$ cat src/rtl/lcd_pkg.sv
`default_nettype none
// ============================================================================
// Module   : lcd_pkg
// Purpose  : Shared types, state encoding and HD44780 instruction bytes for the
//            character-LCD text feeder.
// Revision : 1.0 - initial release
// ============================================================================
package lcd_pkg;

    typedef logic [2:0] lcd_state_t;

    localparam logic [2:0] ST_INIT  = 3'd0;
    localparam logic [2:0] ST_IDLE  = 3'd1;
    localparam logic [2:0] ST_ADDR1 = 3'd2;
    localparam logic [2:0] ST_LINE1 = 3'd3;
    localparam logic [2:0] ST_ADDR2 = 3'd4;
    localparam logic [2:0] ST_LINE2 = 3'd5;
    localparam logic [2:0] ST_DONE  = 3'd6;

    localparam logic [7:0] LCD_FUNC_SET = 8'h3C;
    localparam logic [7:0] LCD_DISP_ON  = 8'h0C;
    localparam logic [7:0] LCD_ENTRY    = 8'h06;
    localparam logic [7:0] LCD_CLEAR    = 8'h01;
    localparam logic [7:0] LCD_LINE1    = 8'h80;
    localparam logic [7:0] LCD_LINE2    = 8'hC0;

    typedef struct packed {
        logic       rs;
        logic [7:0] data;
    } lcd_cmd_t;

    function automatic logic [7:0] init_cmd(input logic [1:0] idx);
        case (idx)
            2'd0:    return LCD_FUNC_SET;
            2'd1:    return LCD_DISP_ON;
            2'd2:    return LCD_ENTRY;
            default: return LCD_CLEAR;
        endcase
    endfunction

    // Non-printable codes would show as garbage glyphs on the panel.
    function automatic logic [7:0] printable(input logic [7:0] ch, input logic [7:0] fill);
        return (ch < 8'h20 || ch > 8'h7E) ? fill : ch;
    endfunction

endpackage
`default_nettype wire

$ cat src/rtl/lcd_text_feeder_if.sv
`default_nettype none
// ============================================================================
// Module   : lcd_text_feeder_if
// Purpose  : valid/ready command-byte channel toward the LCD timing stage.
// Revision : 1.0 - initial release
// ============================================================================
interface lcd_text_feeder_if;
    logic       cmd_valid;
    logic       cmd_rs;
    logic [7:0] cmd_data;
    logic       cmd_ready;

    modport master (output cmd_valid, output cmd_rs, output cmd_data, input cmd_ready);
    modport slave  (input cmd_valid, input cmd_rs, input cmd_data, output cmd_ready);
endinterface
`default_nettype wire

$ cat src/rtl/lcd_text_feeder_ram.sv
`default_nettype none
// ============================================================================
// Module   : lcd_frame_ram
// Purpose  : 2-row character frame buffer, reset-filled, one write port and
//            one asynchronous read port.
// Revision : 1.0 - initial release
// ============================================================================
module lcd_frame_ram #(
    parameter int         DEPTH     = 32,
    parameter int         AW        = 5,
    parameter logic [7:0] FILL_CHAR = 8'h20
) (
    input  wire logic          clk,
    input  wire logic          rst,
    input  wire logic          wr_en,
    input  wire logic [AW-1:0] wr_addr,
    input  wire logic [7:0]    wr_data,
    input  wire logic [AW-1:0] rd_addr,
    output logic      [7:0]    rd_data
);
    localparam int IW = $clog2(DEPTH);
    localparam logic [AW:0] c_depth = (AW+1)'(DEPTH);

    logic [7:0] r_mem [DEPTH];
    logic       w_wr_ok;
    logic       w_rd_ok;

    assign w_wr_ok = wr_en && ({1'b0, wr_addr} < c_depth);
    assign w_rd_ok = {1'b0, rd_addr} < c_depth;

    always_ff @(posedge clk) begin
        if (rst) begin
            for (int i = 0; i < DEPTH; i++) begin
                r_mem[i] <= FILL_CHAR;
            end
        end else if (w_wr_ok) begin
            r_mem[wr_addr[IW-1:0]] <= wr_data;
        end
    end

    assign rd_data = w_rd_ok ? r_mem[rd_addr[IW-1:0]] : FILL_CHAR;

endmodule
`default_nettype wire

$ cat src/rtl/lcd_text_feeder.sv
`default_nettype none
// ============================================================================
// Module   : lcd_text_feeder
// Purpose  : Serialises LCD init commands and full 2x16 frame redraws into a
//            valid/ready stream of {rs, data} bytes.
// Revision : 1.0 - initial release
// ============================================================================
module lcd_text_feeder
    import lcd_pkg::*;
#(
    parameter int         COLS      = 16,
    parameter int         AW        = 5,
    parameter logic [7:0] FILL_CHAR = 8'h20
) (
    input  wire logic          clk,
    input  wire logic          rst,
    input  wire logic          wr_en,
    input  wire logic [AW-1:0] wr_addr,
    input  wire logic [7:0]    wr_char,
    input  wire logic          refresh,
    output logic               busy,
    output logic               frame_done,
    lcd_text_feeder_if.master  cmd
);
    localparam int CW    = $clog2(COLS);
    localparam int DEPTH = 2 * COLS;

    logic [2:0]    r_state, w_state_nxt;
    logic [1:0]    r_idx, w_idx_nxt;
    logic [CW-1:0] r_col, w_col_nxt;
    logic          r_pending, w_pending_nxt;
    logic          r_valid, w_valid_nxt;
    lcd_cmd_t      r_cmd, w_cmd_nxt;
    logic          w_xfer;
    logic          w_load;
    logic          w_last_col;
    logic [AW-1:0] w_rd_addr;
    logic [7:0]    w_rd_char;

    assign w_xfer     = r_valid && cmd.cmd_ready;
    assign w_load     = !r_valid || cmd.cmd_ready;
    assign w_last_col = (r_col == CW'(COLS - 1));

    always_comb begin
        w_state_nxt   = r_state;
        w_idx_nxt     = r_idx;
        w_col_nxt     = r_col;
        w_pending_nxt = r_pending || refresh;
        case (r_state)
            ST_INIT: begin
                if (w_xfer) begin
                    if (r_idx == 2'd3) begin
                        w_state_nxt = ST_IDLE;
                    end else begin
                        w_idx_nxt = r_idx + 2'd1;
                    end
                end
            end
            ST_IDLE: begin
                if (refresh || r_pending) begin
                    w_state_nxt   = ST_ADDR1;
                    w_pending_nxt = 1'b0;
                end
            end
            ST_ADDR1: begin
                if (w_xfer) begin
                    w_state_nxt = ST_LINE1;
                    w_col_nxt   = '0;
                end
            end
            ST_LINE1: begin
                if (w_xfer) begin
                    if (w_last_col) begin
                        w_state_nxt = ST_ADDR2;
                    end else begin
                        w_col_nxt = r_col + 1'b1;
                    end
                end
            end
            ST_ADDR2: begin
                if (w_xfer) begin
                    w_state_nxt = ST_LINE2;
                    w_col_nxt   = '0;
                end
            end
            ST_LINE2: begin
                if (w_xfer) begin
                    if (w_last_col) begin
                        w_state_nxt = ST_DONE;
                    end else begin
                        w_col_nxt = r_col + 1'b1;
                    end
                end
            end
            ST_DONE: begin
                w_state_nxt = ST_IDLE;
            end
            default: begin
                w_state_nxt = ST_INIT;
                w_idx_nxt   = '0;
            end
        endcase
    end

    // The buffer is read at the position about to be presented, so a char is
    // sampled once on first presentation and then held through any stall.
    assign w_rd_addr = AW'({(w_state_nxt == ST_LINE2), w_col_nxt});

    lcd_frame_ram #(
        .DEPTH     (DEPTH),
        .AW        (AW),
        .FILL_CHAR (FILL_CHAR)
    ) u_frame_ram (
        .clk     (clk),
        .rst     (rst),
        .wr_en   (wr_en),
        .wr_addr (wr_addr),
        .wr_data (wr_char),
        .rd_addr (w_rd_addr),
        .rd_data (w_rd_char)
    );

    always_comb begin
        w_valid_nxt = 1'b1;
        w_cmd_nxt   = '{rs: 1'b0, data: 8'h00};
        case (w_state_nxt)
            ST_INIT:  w_cmd_nxt.data = init_cmd(w_idx_nxt);
            ST_ADDR1: w_cmd_nxt.data = LCD_LINE1;
            ST_ADDR2: w_cmd_nxt.data = LCD_LINE2;
            ST_LINE1, ST_LINE2: begin
                w_cmd_nxt.rs   = 1'b1;
                w_cmd_nxt.data = printable(w_rd_char, FILL_CHAR);
            end
            default:  w_valid_nxt = 1'b0;
        endcase
    end

    always_ff @(posedge clk) begin
        if (rst) begin
            r_state   <= ST_INIT;
            r_idx     <= '0;
            r_col     <= '0;
            r_pending <= 1'b0;
            r_valid   <= 1'b0;
            r_cmd     <= '{rs: 1'b0, data: 8'h00};
        end else begin
            r_state   <= w_state_nxt;
            r_idx     <= w_idx_nxt;
            r_col     <= w_col_nxt;
            r_pending <= w_pending_nxt;
            if (w_load) begin
                r_valid <= w_valid_nxt;
                r_cmd   <= w_cmd_nxt;
            end
        end
    end

    assign cmd.cmd_valid = r_valid;
    assign cmd.cmd_rs    = r_cmd.rs;
    assign cmd.cmd_data  = r_cmd.data;
    assign busy          = (r_state != ST_IDLE);
    assign frame_done    = (r_state == ST_DONE);

endmodule
`default_nettype wire

$ cat src/flat_wrapper.sv
// flat-port wrapper written by rule: the top's interface ports become plain ports
module lcd_text_feeder_flat import lcd_pkg::*;
#(
    parameter int         COLS      = 16,
    parameter int         AW        = 5,
    parameter logic [7:0] FILL_CHAR = 8'h20
)
  (clk, rst, wr_en, wr_addr, wr_char, refresh, busy, frame_done, cmd_cmd_valid, cmd_cmd_rs, cmd_cmd_data, cmd_cmd_ready);
  lcd_text_feeder_if cmd_i ();
  input  wire logic clk;
  input  wire logic rst;
  input  wire logic wr_en;
  input  wire logic [AW-1:0] wr_addr;
  input  wire logic [7:0] wr_char;
  input  wire logic refresh;
  output logic busy;
  output logic frame_done;
  output wire logic [$bits(cmd_i.cmd_valid)-1:0] cmd_cmd_valid;
  output wire logic [$bits(cmd_i.cmd_rs)-1:0] cmd_cmd_rs;
  output wire logic [$bits(cmd_i.cmd_data)-1:0] cmd_cmd_data;
  input wire logic [$bits(cmd_i.cmd_ready)-1:0] cmd_cmd_ready;
  assign cmd_cmd_valid = cmd_i.cmd_valid;
  assign cmd_cmd_rs = cmd_i.cmd_rs;
  assign cmd_cmd_data = cmd_i.cmd_data;
  assign cmd_i.cmd_ready = cmd_cmd_ready;
  lcd_text_feeder #(.COLS(COLS), .AW(AW), .FILL_CHAR(FILL_CHAR)) u_core (.clk(clk), .rst(rst), .wr_en(wr_en), .wr_addr(wr_addr), .wr_char(wr_char), .refresh(refresh), .busy(busy), .frame_done(frame_done), .cmd(cmd_i));
endmodule
$ cat config.mk
export PLATFORM = sky130hd
export DESIGN_NAME = lcd_text_feeder_flat
export DESIGN_NICKNAME = d
export VERILOG_FILES = /design/src/rtl/lcd_pkg.sv /design/src/rtl/lcd_text_feeder_if.sv /design/src/rtl/lcd_text_feeder_ram.sv /design/src/rtl/lcd_text_feeder.sv /design/src/flat_wrapper.sv
export SDC_FILE = /design/constraint.sdc
export NUM_CORES = 1
export LEC_CHECK = 0
export BUFFER_PORTS_ARGS = -buffer_cell sky130_fd_sc_hd__buf_4
export CELL_PAD_IN_SITES_DETAIL_PLACEMENT = 1
export CELL_PAD_IN_SITES_GLOBAL_PLACEMENT = 2
export CORE_ASPECT_RATIO = 1.2
export CORE_MARGIN = 2
export CORE_UTILIZATION = 35
export CTS_CLUSTER_DIAMETER = 30
export DETAILED_ROUTE_END_ITERATION = 8
export PLACE_DENSITY = 0.78
export SKIP_CTS_REPAIR_TIMING = 1
export SLEW_MARGIN = 30
export SYNTH_ARGS = -nofsm -noshare
export SYNTH_HDL_FRONTEND = slang
export SYNTH_SLANG_ARGS = --single-unit
$ cat constraint.sdc
create_clock -name clk -period 3.85 [get_ports clk]
set_input_delay 1.155 -clock clk [delete_from_list [all_inputs] [get_ports clk]]
set_output_delay 1.155 -clock clk [all_outputs]
set_load 0.01 [all_outputs]
Yosys cells after proc, flatten, opt, wreduce, memory -nomap -nowiden
Memory sizes are Yosys's and may differ from the RTL's.
Cells that the tools add are included.
{"block": "totals", "regBits": 20, "n_memories": 1, "inputBits": 18, "latch_bits": 0, "mem_bits_ro": 0, "word_cells": 72, "ramBits": 256}
{"name": "u_core.u_frame_ram.r_mem", "words": 32, "word_bits": 8, "rd": 1, "rd_clocked_by_memory_dff": 0, "wr": 32, "line": "lcd_text_feeder_ram.sv:24", "source": "logic [7:0] r_mem [DEPTH];"}
{"block": "classes", "div_mod_pow": 0, "n_bitwise": 0, "n_shift": 0, "add_sub_neg": 2, "n_mux": 30, "n_eq_ne": 15, "multipliers": 0, "n_reduce_logical": 15, "order_cmp": 2}
{"cell": "case mux 8 bit (4 select lines)", "n": 1}
{"cell": "2-to-1 mux 3 bit", "n": 9}
{"cell": "case mux 3 bit (7 select lines)", "n": 1}
{"cell": "case mux 6 bit (3 select lines)", "n": 1}
{"cell": "2-to-1 mux 8 bit", "n": 2}
{"cell": "equality test 3 bit, second input constant", "n": 5}
{"cell": "equality test 3 x 2 -> 1 bit, second input constant", "n": 4}
{"cell": "2-to-1 mux 4 bit", "n": 3}
{"cell": "> comparator 8 x 7 -> 1 bit, second input constant", "n": 1}
{"cell": "less-than comparator 8 x 6 -> 1 bit, second input constant", "n": 1}
{"cell": "2-to-1 mux 1 bit", "n": 8}
{"cell": "case mux 4 bit (2 select lines)", "n": 1}
{"cell": "OR reduction 2 bit", "n": 4}
{"cell": "OR reduction 8 bit", "n": 1}
{"cell": "zero test 3 bit", "n": 2}
{"cell": "OR reduction 6 bit", "n": 1}
{"cell": "2-to-1 mux 5 bit", "n": 1}
{"cell": "OR reduction 5 bit", "n": 1}
{"cell": "adder 4 x 1 -> 4 bit, second input constant", "n": 1}
{"cell": "equality test 2 bit, second input constant", "n": 2}
{"cell": "equality test 4 bit, second input constant", "n": 1}
{"cell": "2-to-1 mux 2 bit", "n": 2}
{"cell": "case mux 2 bit (2 select lines)", "n": 1}
{"cell": "equality test 3 x 1 -> 1 bit, second input constant", "n": 1}
{"cell": "7 further kinds", "n": 9}

Depth between registers and ports, before layout
An unclocked memory read counts as a cell.
{"block": "logic_depth", "ltp_word": 10, "ltp_mapped": 17}

Hierarchy
From an unflattened synthesis, not the netlist that was laid out.
{"block": "unflattened", "cells_unflattened": 881, "hier_area_um2": 13062.5}
{"mod": "lcd_frame_ram", "cells_each": 733, "seq_area_each_um2": 7687.4, "area_each_um2": 11847.6, "n_inst": 1}
{"mod": "lcd_text_feeder", "cells_each": 148, "seq_area_each_um2": 400.4, "area_each_um2": 1214.9, "n_inst": 1}

Worst setup path after synthesis
Ideal clock, no wire load.
{"block": "synth_timing", "path_type": "input-to-reg", "from": "in cmd_cmd_ready", "to": "reg u_core.r_cmd, in the netlist u_core.cmd.cmd_data[2]", "t_arrival_ns": 3.715, "cell_stages": 13, "setup_ns": 0.132, "n_path_buf": 3, "required_time_ns": 3.718, "path_slack_ns": 0.004, "cell_sequence": "and2_1 -> clkbuf_1 -> a21boi_2 -> nor3_2 -> buf_6 -> clkbuf_1 -> mux2i_1 -> nor2_1 -> o41a_2 -> nor4_2 -> nand2_1 -> nand4b_1 -> o21ai_1"}
{"block": "synth_between", "elab_chain_len": 9, "elab_cells_between_ends": 29}
{"element": "start, declared", "line": "flat_wrapper.sv:21", "source": "input wire logic [$bits(cmd_i.cmd_ready)-1:0] cmd_cmd_ready;"}
{"element": "logical AND 1 bit", "line": "lcd_text_feeder.sv:40", "source": "assign w_xfer = r_valid && cmd.cmd_ready;"}
{"element": "2-to-1 mux 3 bit (on tied branches)"}
{"element": "case mux 3 bit (7 select lines)", "line": "lcd_text_feeder.sv:49", "source": "case (r_state)"}
{"element": "equality test 3 bit", "line": "lcd_text_feeder.sv:107, lcd_text_feeder.sv:126"}
{"element": "memory (32 x 8 bit)"}
{"element": "less-than comparator 8 x 6 -> 1 bit or > comparator 8 x 7 -> 1 bit (tied branches)", "line": "lcd_pkg.sv:43", "source": "return (ch < 8'h20 || ch > 8'h7E) ? fill : ch;"}
{"element": "logical OR 1 bit", "line": "lcd_pkg.sv:43"}
{"element": "2-to-1 mux 8 bit", "line": "lcd_pkg.sv:43"}
{"element": "case mux 8 bit (4 select lines)", "line": "lcd_text_feeder.sv:126", "source": "case (w_state_nxt)"}
{"element": "end signal, assigned", "line": "lcd_text_feeder.sv:145", "source": "r_cmd <= '{rs: 1'b0, data: 8'h00};"}
{"element": "end signal, assigned", "line": "lcd_text_feeder.sv:153", "source": "r_cmd <= w_cmd_nxt;"}
{"element": "end, declared", "line": "lcd_text_feeder.sv:33", "source": "lcd_cmd_t r_cmd, w_cmd_nxt;"}
Several ways; a longest one is shown, not always the timed one.
A chain may end at the register's enable or synchronous reset.

Worst setup path after layout
{"block": "layout_timing", "from": "in cmd_cmd_ready", "to": "reg u_core.r_cmd, in the netlist u_core.cmd.cmd_data[1]"}
Same word-level chain as after synthesis.

==> flow_summary.json <==
{
  "grt_pass1_wl_mm": 70.2,
  "timing.final.max_slew_violations": 0,
  "io_pins": 30,
  "rsz_0062_raised_after_global_routing": "false",
  "netlist_top_cells_area": "edfxtp_1 55%, and2_1 10%, mux2i_1 4.0%",
  "flow.area_growth_from_synthesis_pct": 29.3,
  "yosys_register_bits": 276,
  "cts.root.buffer_cell": "clkbuf_16",
  "worst_path_dominant_cell_family": "simple AND/OR/NAND/NOR gates",
  "slowest_delay_ns": 0.53,
  "dp.cells": 1845,
  "final_nets": 1392,
  "synth.avg_cell_area_um2": 11.6,
  "timing.final.crit_period_ns": 3.76,
  "cts_buffers": 59,
  "normalized_max_slew_margin": 0.525,
  "crit_required_ns": 4.27,
  "timing.setup.critical_path_class": "in -> reg",
  "fp.dieArea_mm2": 0.0414,
  "synthFlopType": "edfxtp_1",
  "cts.clk_slew.worst_paths_ns": 0.05,
  "post-dp-hpwl_mm": 32.2,
  "crit_top_cell": "a221oi_1",
  "number_of_buffer_cells_added_on_primary_ports": 29,
  "die_w_um": 186,
  "power.share.clock": 0.580,
  "fin_crit_sh": 0.976,
  "post_synth_instance_area_mm2": 0.0139,
  "totalWireLength_mm": 46.8,
  "initialDrtViolationCount": 866,
  "clock_sinks": 276,
  "synth_seq_area_share": 0.581,
  "outcome": "finished clean",
  "final.setup_skew_ns": 0.0171,
  "iteration_count_of_the_initial_detailed_routing_pass": 5,
  "instances_no_fill": 1956,
  "die_h_um": 222,
  "setup_viol": 0,
  "p_comb_frac": 0.041,
  "grt_max_degree": 53,
  "cts_buffer_depth": 3,
  "hold_viol": 0,
  "power_per_cell_area_mw_per_mm2": 516,
  "ant_nets": 0,
  "detail_route.vias_per_cell": 5.39,
  "timing.critical_path.from_type": "input pin",
  "irDropWorstVdd_v": 0.000343,
  "drt-wirelength-per-cell_um": 23.9,
  "post_synth_inst_count": 1201,
  "arrival_ns": 4.18,
  "antenna_violations_before_repair": 0,
  "maxCapViolations": 0,
  "netSwitchingFraction": 0.222,
  "drt_drc_violations_left": 0,
  "cp_cell_sequence": "buf_4, and2_1, a21boi_2, or3_2, buf_12, mux2i_1, a221oi_1, o21ai_1, and4_1, nor4_4, nand2_1, nand4b_1, a221oi_1",
  "critical_path_buf_inv_count": 2,
  "power_switching_mw": 2.06,
  "gpl.final_weighted_congestion": 0.906,
  "antenna_cells_inserted": 0,
  "timing.fmax_mhz": 266,
  "synth_top_area_share": 0.553,
  "holdCritPathClass": "reg -> reg",
  "vias": 10500,
  "core_region_area_mm2": 0.0395,
  "initial_core_util": 0.352,
  "synthesis.yosys.warnings": 0,
  "clk_latency_ns": 0.59,
  "design_power_total_mw": 9.28,
  "cts_tree": "yes",
  "ratio_of_cells_with_drive_above_1_in_the_final_layout": 0.260,
  "p_int_mw": 7.21,
  "seq_power_share": 0.379,
  "grt.overflow.total": 0,
  "n_fill_cell": 4139,
  "path_max_fanout": 21,
  "synthesis.nets": 1220,
  "grt_use_total": 0.231,
  "power_leakage_nw": 6.56,
  "synth-edff-count": 256,
  "first_global_vias": 11300,
  "crit_end_category": "flop",
  "netlist-cell-type-count": 91,
  "async_flop_share": 0,
  "holdWs_ns": 0.468,
  "crit_slowest_cell": "or3_2",
  "layout_commonest_cell": "edfxtp_1",
  "row_count": 80,
  "cts.htree.levels": 2,
  "worstMarginPinSlew_ns": 0.707,
  "layout_common_cells": "256 x edfxtp_1, 228 x and2_1, 180 x buf_4",
  "post-synth-top-area-cell": "edfxtp_1"
}
-- area by class of cell --
cell class              instances  area (µm²)  area share
clock inverters                43         582      0.0323
repair buffers                197        1690      0.0941
clock buffers                  68        1550      0.0863
multi-input cells             837        5400       0.300
flip-flops and latches        276        8090       0.450
inverters                       2        7.51    0.000417
well taps                     533         667      0.0371
-- registers in the layout, indices dropped and copies added (netlist names) --
signal and cells:
u_core.r_col 4, u_core.cmd.cmd_valid 1, u_core.cmd.cmd_data 8, u_core.u_frame_ram.r_mem 256, u_core.r_pending 1, u_core.r_idx 2
u_core.r_state 3, u_core.cmd.cmd_rs 1
-- stage by stage --
stage / instance area [µm²] / setup TNS (ns) / util / worst slack (ns)
final: 18000 / 0 / 0.455 / 0.0922
after global routing: 18000 / 0 / 0.455 / 0.00313
after CTS: 18000 / -0.0182 / 0.455 / -0.0158
after detailed placement: 15800 / -3.67 / 0.401 / -0.597
after global placement: 15800 / -3.01 / 0.401 / -0.483
after floorplan: 13900 / 0 / - / 0.00371
-- per-layer routing --
metal,up-vias,share of wire,global-route usage
met1,5307,0.40,0.283
met2,350,0.50,0.393
met4,0,0.048,0.110
met5,-,0,0
met3,118,0.050,0.0366
li1,4761,-,-
-- final timing paths --
| path | to | slack [ns] | depth (start not counted) | startpoint |
|---|---|---|---|---|
| setup / recovery | u_core.cmd.cmd_data[1] | 0.09 | 13 | cmd_cmd_ready |
| hold / removal | u_core.cmd.cmd_data[7] | 0.47 | 2 | u_core.cmd.cmd_data[7] |
| hold reg to reg | u_core.cmd.cmd_data[7] | 0.47 | 2 | u_core.cmd.cmd_data[7] |
| setup reg to reg | u_core.cmd.cmd_data[1] | 0.13 | 14 | u_core.r_col[1] |
-- cells by family after synthesis --
family | after synthesis | synth area share
buffers and inverters | 88 | 0.0329
AND/OR/NAND/NOR | 594 | 0.242
adder cells (fa/ha/maj) | 1 | 0.000899
XOR/XNOR | 3 | 0.00459
AO/OA/AOI/OAI | 175 | 0.0906
flip-flops | 276 | 0.581
multiplexers | 64 | 0.0476
-- cells in the mapped netlist (3+ instances only) --
master       n
a31oi_1      8
nand4b_1     3
a211oi_1    17
a221oi_1    16
nor2_1      85
a21oi_1     38
nand2b_1     7
a32oi_1      5
buf_4        7
nor3_1      17
buf_1        4
or2_2       34
o21ai_1      5
o211ai_1     6
nand3b_1     7
nor4b_1      6
and2_1     228
a22oi_1      5
o22ai_1      4
nand4_1     11
dfxtp_1     20
buf_6        6
a41oi_1      4
mux2_2       6
o21ai_0     25
a2111oi_0    3
a22o_1       4
and4_1       4
or3_1       40
mux2i_1     56
nand2_1     90
nand3_1     28
nor2b_1      6
edfxtp_1   256
buf_2       19
and3_1       5
clkbuf_1    48
-- worst reg2reg max path: stages (launching register included) --
cell and delay, ns:
dfxtp_1 0.37, ha_1 0.22, buf_4 0.15, nand2b_1 0.13, o21ai_0 0.36, a21o_2 0.38
buf_4 0.21, nor2_2 0.08, a221oi_1 0.48, o21ai_1 0.21, and4_1 0.24, nor4_4 0.36
nand2_1 0.17, nand4b_1 0.13, a221oi_1 0.08
-- power by group through the flow --
stage | sequential [mW] | combinational [mW] | clock (mW)
after floorplan | 3.53 | 0.209 | 0
after global placement | 3.56 | 0.365 | 0
after detailed placement | 3.56 | 0.375 | 0
after CTS | 3.51 | 0.379 | 5.45
after global routing | 3.52 | 0.407 | 5.58
final | 3.51 | 0.378 | 5.38
(Power assumes the default switching activity.)
